==> src/rtl/pixel_stream_source.sv <==
// pixel_stream_source
//   Producer side of the pixel FIFO feeding the VGA pixel generator. Emits one
//   active frame of raster-ordered RGB test-pattern pixels as 32-bit words
//   over a valid/ready handshake, tagged with start-of-frame / end-of-line.
//
// Ports
//   VGA_CLK      pixel clock, all state on rising edge
//   a_reset      asynchronous active-low reset
//   enable       start / continue frame generation
//   frame_start  one-cycle pulse at start of vertical blank
//   KEY[3:0]     active-low keys, KEY[1:0] select pattern (latched per frame)
//   ready        FIFO can accept a word
//   valid        fifo_data holds a valid pixel word
//   fifo_data    {6'b0, EOL, SOF, R[7:0], G[7:0], B[7:0]}
//   frame_count  completed frames, wraps
//   busy         high while running or waiting for frame_start
module pixel_stream_source #(
   parameter int unsigned H_ACTIVE   = 640,
   parameter int unsigned V_ACTIVE   = 480,
   parameter int unsigned BAR_W      = H_ACTIVE / 8,
   parameter int unsigned CHECK_LOG2 = 5,
   parameter logic [23:0] SOLID_RGB  = 24'h0000FF,
   parameter bit          SYNC_LOCK  = 1'b1
) (
   input  logic        VGA_CLK,
   input  logic        a_reset,
   input  logic        enable,
   input  logic        frame_start,
   input  logic [3:0]  KEY,
   input  logic        ready,
   output logic        valid,
   output logic [31:0] fifo_data,
   output logic [7:0]  frame_count,
   output logic        busy
);

   typedef enum logic [1:0] {
      IDLE      = 2'd0,
      RUN       = 2'd1,
      WAIT_SYNC = 2'd2
   } state_t;

   state_t      state_q;
   logic [11:0] x_q, y_q;
   logic [11:0] x_d, y_d;
   logic [1:0]  mode_q;
   logic        valid_q;
   logic [31:0] data_q;
   logic [7:0]  frame_cnt_q;
   logic        busy_q;
   logic        xfer;
   logic        last_pix;
   logic [1:0]  key_mode;
   logic        unused_key;

   assign unused_key = ^KEY[3:2];
   assign key_mode   = ~KEY[1:0];
   assign xfer       = valid_q && ready;
   assign last_pix   = (x_q == 12'(H_ACTIVE - 1)) && (y_q == 12'(V_ACTIVE - 1));

   // Raster position of the pixel that follows the one currently presented.
   always_comb begin
      x_d = x_q + 12'd1;
      y_d = y_q;
      if (x_q == 12'(H_ACTIVE - 1)) begin
         x_d = '0;
         y_d = y_q + 12'd1;
      end
   end

   function automatic logic [31:0] pixel(input logic [11:0] px,
                                         input logic [11:0] py,
                                         input logic [1:0]  m);
      logic [23:0] rgb;
      logic [2:0]  idx;
      // Bar index as a count of crossed bar boundaries: equals x/BAR_W
      // clamped to 7 without needing a divider.
      idx = '0;
      for (int unsigned k = 1; k < 8; k++) begin
         if ({20'd0, px} >= k * BAR_W) idx = idx + 3'd1;
      end
      rgb = '0;
      case (m)
         2'd0: begin
            case (idx)
               3'd0:    rgb = 24'hFFFFFF;
               3'd1:    rgb = 24'hFFFF00;
               3'd2:    rgb = 24'h00FFFF;
               3'd3:    rgb = 24'h00FF00;
               3'd4:    rgb = 24'hFF00FF;
               3'd5:    rgb = 24'hFF0000;
               3'd6:    rgb = 24'h0000FF;
               default: rgb = 24'h000000;
            endcase
         end
         2'd1:    rgb = (px[CHECK_LOG2] ^ py[CHECK_LOG2]) ? '0 : '1;
         2'd2:    rgb = {px[9:2], py[8:1], 8'h00};
         default: rgb = SOLID_RGB;
      endcase
      return {6'd0, (px == 12'(H_ACTIVE - 1)), (px == 12'd0 && py == 12'd0), rgb};
   endfunction

   always_ff @(posedge VGA_CLK or negedge a_reset) begin
      if (!a_reset) begin
         state_q     <= IDLE;
         x_q         <= '0;
         y_q         <= '0;
         mode_q      <= '0;
         valid_q     <= 1'b0;
         data_q      <= '0;
         frame_cnt_q <= '0;
         busy_q      <= 1'b0;
      end else begin
         case (state_q)
            IDLE: begin
               busy_q <= 1'b0;
               if (enable) begin
                  mode_q  <= key_mode;
                  x_q     <= '0;
                  y_q     <= '0;
                  data_q  <= pixel(12'd0, 12'd0, key_mode);
                  valid_q <= 1'b1;
                  busy_q  <= 1'b1;
                  state_q <= RUN;
               end
            end
            RUN: begin
               if (xfer) begin
                  if (last_pix) begin
                     frame_cnt_q <= frame_cnt_q + 8'd1;
                     if (!enable) begin
                        valid_q <= 1'b0;
                        busy_q  <= 1'b0;
                        state_q <= IDLE;
                     end else if (SYNC_LOCK) begin
                        valid_q <= 1'b0;
                        state_q <= WAIT_SYNC;
                     end else begin
                        mode_q <= key_mode;
                        x_q    <= '0;
                        y_q    <= '0;
                        data_q <= pixel(12'd0, 12'd0, key_mode);
                     end
                  end else begin
                     // Next word registered on the transfer edge: no bubbles.
                     x_q    <= x_d;
                     y_q    <= y_d;
                     data_q <= pixel(x_d, y_d, mode_q);
                  end
               end
            end
            WAIT_SYNC: begin
               if (!enable) begin
                  busy_q  <= 1'b0;
                  state_q <= IDLE;
               end else if (frame_start) begin
                  mode_q  <= key_mode;
                  x_q     <= '0;
                  y_q     <= '0;
                  data_q  <= pixel(12'd0, 12'd0, key_mode);
                  valid_q <= 1'b1;
                  state_q <= RUN;
               end
            end
            default: begin
               valid_q <= 1'b0;
               busy_q  <= 1'b0;
               state_q <= IDLE;
            end
         endcase
      end
   end

   assign valid       = valid_q;
   assign fifo_data   = data_q;
   assign frame_count = frame_cnt_q;
   assign busy        = busy_q;

endmodule

==> config.mk <==
export PLATFORM = sky130hd
export DESIGN_NAME = pixel_stream_source
export DESIGN_NICKNAME = d
export VERILOG_FILES = /design/src/rtl/pixel_stream_source.sv
export SDC_FILE = /design/constraint.sdc
export NUM_CORES = 1
export LEC_CHECK = 0
export BUFFER_PORTS_ARGS = -buffer_cell sky130_fd_sc_hd__buf_2
export CORE_MARGIN = 4
export CORE_UTILIZATION = 56
export CTS_BUF_LIST = sky130_fd_sc_hd__clkbuf_4 sky130_fd_sc_hd__clkbuf_8
export DETAILED_ROUTE_END_ITERATION = 7
export PLACE_DENSITY = 0.84
export SLEW_MARGIN = 20
export SYNTH_ARGS = -nofsm -noshare
export SYNTH_HDL_FRONTEND = slang
export SYNTH_SLANG_ARGS = --single-unit
==> constraint.sdc <==
create_clock -name VGA_CLK -period 10.35 [get_ports VGA_CLK]
set_clock_uncertainty 0.1 [all_clocks]
set_input_delay 0.5175 -clock VGA_CLK [delete_from_list [all_inputs] [get_ports VGA_CLK]]
set_output_delay 0.5175 -clock VGA_CLK [all_outputs]
set_load 0.02 [all_outputs]
==> results.yml <==
timing:
  worst_pin_slew_ns: 1.00
  fmax_mhz: 161
  fin_crit_ns: 6.19
  maxSlewViolCount: 0
  worst_hold_slack_ns: 0.178
  setup_viol: 0
  relSlewSlack_pct: 32.5
  hold_violations: 0
  setup_slack_ns: 4.16
  post-route-period-util_pct: 59.8
  rsz0062_at_grt: "no"
  finalSetupTns_ns: 0
global_routing:
  grt_pass1_wl_um: 16700
  grtUsageTotal_pct: 24.2
  grt_max_degree: 58
  overflow: 0
  first_global_vias: 3483
  antenna_found_initial: 0
placed_design:
  place_ws_ns: 4.32
  numPortBuffers: 42
  post-dp-hpwl_um: 6920
  placed_cells_incl_taps: 583
  gp_congestion: 0.945
cts:
  cts_tree: "built"
  cts_root_buf: "clkbuf_8"
  postCtsSetupBuffers: 0
  cts.sinks: 57
  worst_skew_pair.late_latency_ns: 0.36
  htreeDepth: 3
  hold_buffers: 0
  clk_path_buf_depth: 2
  cts_inserted_buffers: 9
  path_clk_slew_ns: 0.07
  cts_resized: 0
floorplan:
  die_y_um: 93.3
  die_w_um: 93.3
  num_rows: 30
  dieArea_um2: 8710
  core-area_um2: 6940
  io_pins: 51
  initial_utilization_pct: 58.7
setup_path:
  arrival_ns: 6.33
  end_kind: "flip-flop"
  crit_path_start_kind: "flip-flop"
  cp_max_fo: 12
  cp.required_ns: 10.48
  critPathKind: "flip-flop to flip-flop"
drt:
  wl_um: 10100
  ant_nets: 0
  drc: 0
  drtIter0Drc: 343
  top_layer: "met4"
  drt_pre_antenna_iters: 5
  num_vias: 3750
  met3_wirelength_um: 827
  routed-wl-met2_um: 4870
  viasPerCell: 6.26
  wl_per_cell_um: 16.8
  wl_met1_um: 4180
yosys:
  yosys.area.top_type: "dfrtp_1"
  synth_ff_type: "dfrtp_1"
  ys_types: 68
  yosysMostFrequentCell: "nand2_1"
  synth_warnings: 0
  avgSynthCellArea_um2: 8.53
  syn_inst: 478
  synth_edf_count: 0
  syn_area_um2: 4080
  yosysSeqAreaShare_pct: 35.0
  synth_commonest_cells: "60 x nand2_1, 57 x dfrtp_1, 36 x o21ai_0"
  netlist.area_leader.share_pct: 35.0
  async_reset_ff_share_pct: 100
  ys_ff_latch: 57
  yosys-top-cells-area: "dfrtp_1 35%, nand2_1 5.5%, ha_1 4.6%"
worst_hold_path:
  hp-class: "input port to async pin"
power:
  powerDensity_nw_per_um2: 243
  combPwrFrac_pct: 44.1
  pwr-share-clk_pct: 24.2
  swShare_pct: 43.6
  seq_power_share_pct: 31.7
  max-vdd-ir-drop_uv: 188
  switchingPower_uw: 475
  power_leakage_uw: 0.00194
  p_int_uw: 615
cells_and_area:
  area_growth_pct: 10.2
  antenna_cells: 0
  layout-drive-gt1-share_pct: 14.7
  nets: 522
  final_cells: 599
run:
  cap_violations: 0
status:
  status: "complete, no violations"
==> worst paths after layout <==
check / from / end / slack (ns) / depth (start not counted)
worst max-delay path: x_q[0] / fifo_data[14] / 4.16 / 23
worst min-delay path: a_reset / y_q[9] / 0.18 / 2
worst max register to register: x_q[0] / fifo_data[14] / 4.16 / 23
worst min register to register: fifo_data[25] / fifo_data[25] / 0.38 / 2
max in group asynchronous: a_reset / y_q[0] / 9.45 / 2
min in group VGA_CLK: KEY[0] / mode_q[0] / 0.24 / 2
==> cells in the final DEF (no fill, tap or decap), types with 3 or more instances in the layout <==
cell,netlist,final
a211o_1,5,5
a21o_1,3,3
a21oi_1,23,23
a22o_1,4,4
a31oi_1,6,6
and3_1,12,12
buf_2,2,42
buf_4,13,4
bufinv_16,0,3
clkbuf_8,0,10
conb_1,1,6
dfrtp_1,57,57
ha_1,15,15
inv_1,18,18
mux2i_1,3,3
nand2_1,60,60
nand2b_1,3,3
nand3_1,14,14
nand4_1,9,9
nor2_1,32,32
nor2b_1,3,3
nor3_1,11,11
nor4_1,5,5
o211ai_1,9,9
o21ai_0,36,36
o21ai_1,8,8
o221ai_1,9,9
o22ai_1,3,3
o31a_1,3,3
o31ai_1,13,13
o41ai_1,3,3
xnor2_1,17,17
xor2_1,11,11
==> flip-flops by register name, indices dropped and copies added (netlist names) <==
register	cells
valid	1
busy	1
y_q	12
x_q	12
mode_q	2
fifo_data	19
frame_count	8
state_q	2
==> routing by layer <==
metal	track usage [%]	vias to the layer above
met4	8.67	0
met5	0	-
li1	-	1781
met1	31.1	1787
met2	38.3	155
met3	7.48	27
==> metrics by stage <==
step	power, µW	utilization, %	cell area (µm²)
after floorplan	702	-	4100
after global placement	813	61.1	4240
after detailed placement	828	61.1	4240
after CTS	1090	64.7	4490
after global routing	1160	64.7	4490
final	1090	64.7	4490
==> layout make-up <==
class	count	area, µm²
Clock buffer	11	145
Timing Repair Buffer	46	240
Fill cell	598	2450
Tap cell	96	120
Sequential cell	57	1430
Inverter	18	67.6
Multi-Input combinational cell	366	2390
Clock inverter	5	103
==> critical path, stage by stage, from the launching register on <==
cell and delay [ns]:
dfrtp_1 0.53, ha_1 0.35, nand3_1 0.24, or4_4 0.67, o21a_1 0.30, nor3_1 0.41, o21ai_0 0.21, inv_1 0.09
ha_1 0.25, xnor2_1 0.36, ha_1 0.31, nand2_1 0.08, nand2_1 0.07, ha_1 0.29, nor2_1 0.11, a21oi_1 0.06
ha_1 0.29, nand2_1 0.06, nand2_1 0.07, ha_1 0.13, o21ai_0 0.11, o31ai_1 0.61, xnor2_4 0.25, o21ai_1 0.12
==> cells by family after synthesis <==
logic type	share of synthesized area, %
DFF	35.0
AOI/OAI and AO/OA	25.4
and+or+nand+nor	19.5
xor gates and xnor gates	7.24
buffers and inverters	7.18
adders and majority gates	4.60
other	0.0920
muxes	1.01
==> power groups by stage <==
stage / sequential (µW) / clock, µW / combinational, µW
2_1_floorplan: 394 / 0 / 308
3_3_place_gp: 343 / 0 / 470
3_5_place_dp: 347 / 0 / 481
4_1_cts: 344 / 267 / 484
5_1_grt: 354 / 278 / 529
6_report: 346 / 264 / 481
(Power assumes the default switching activity.)
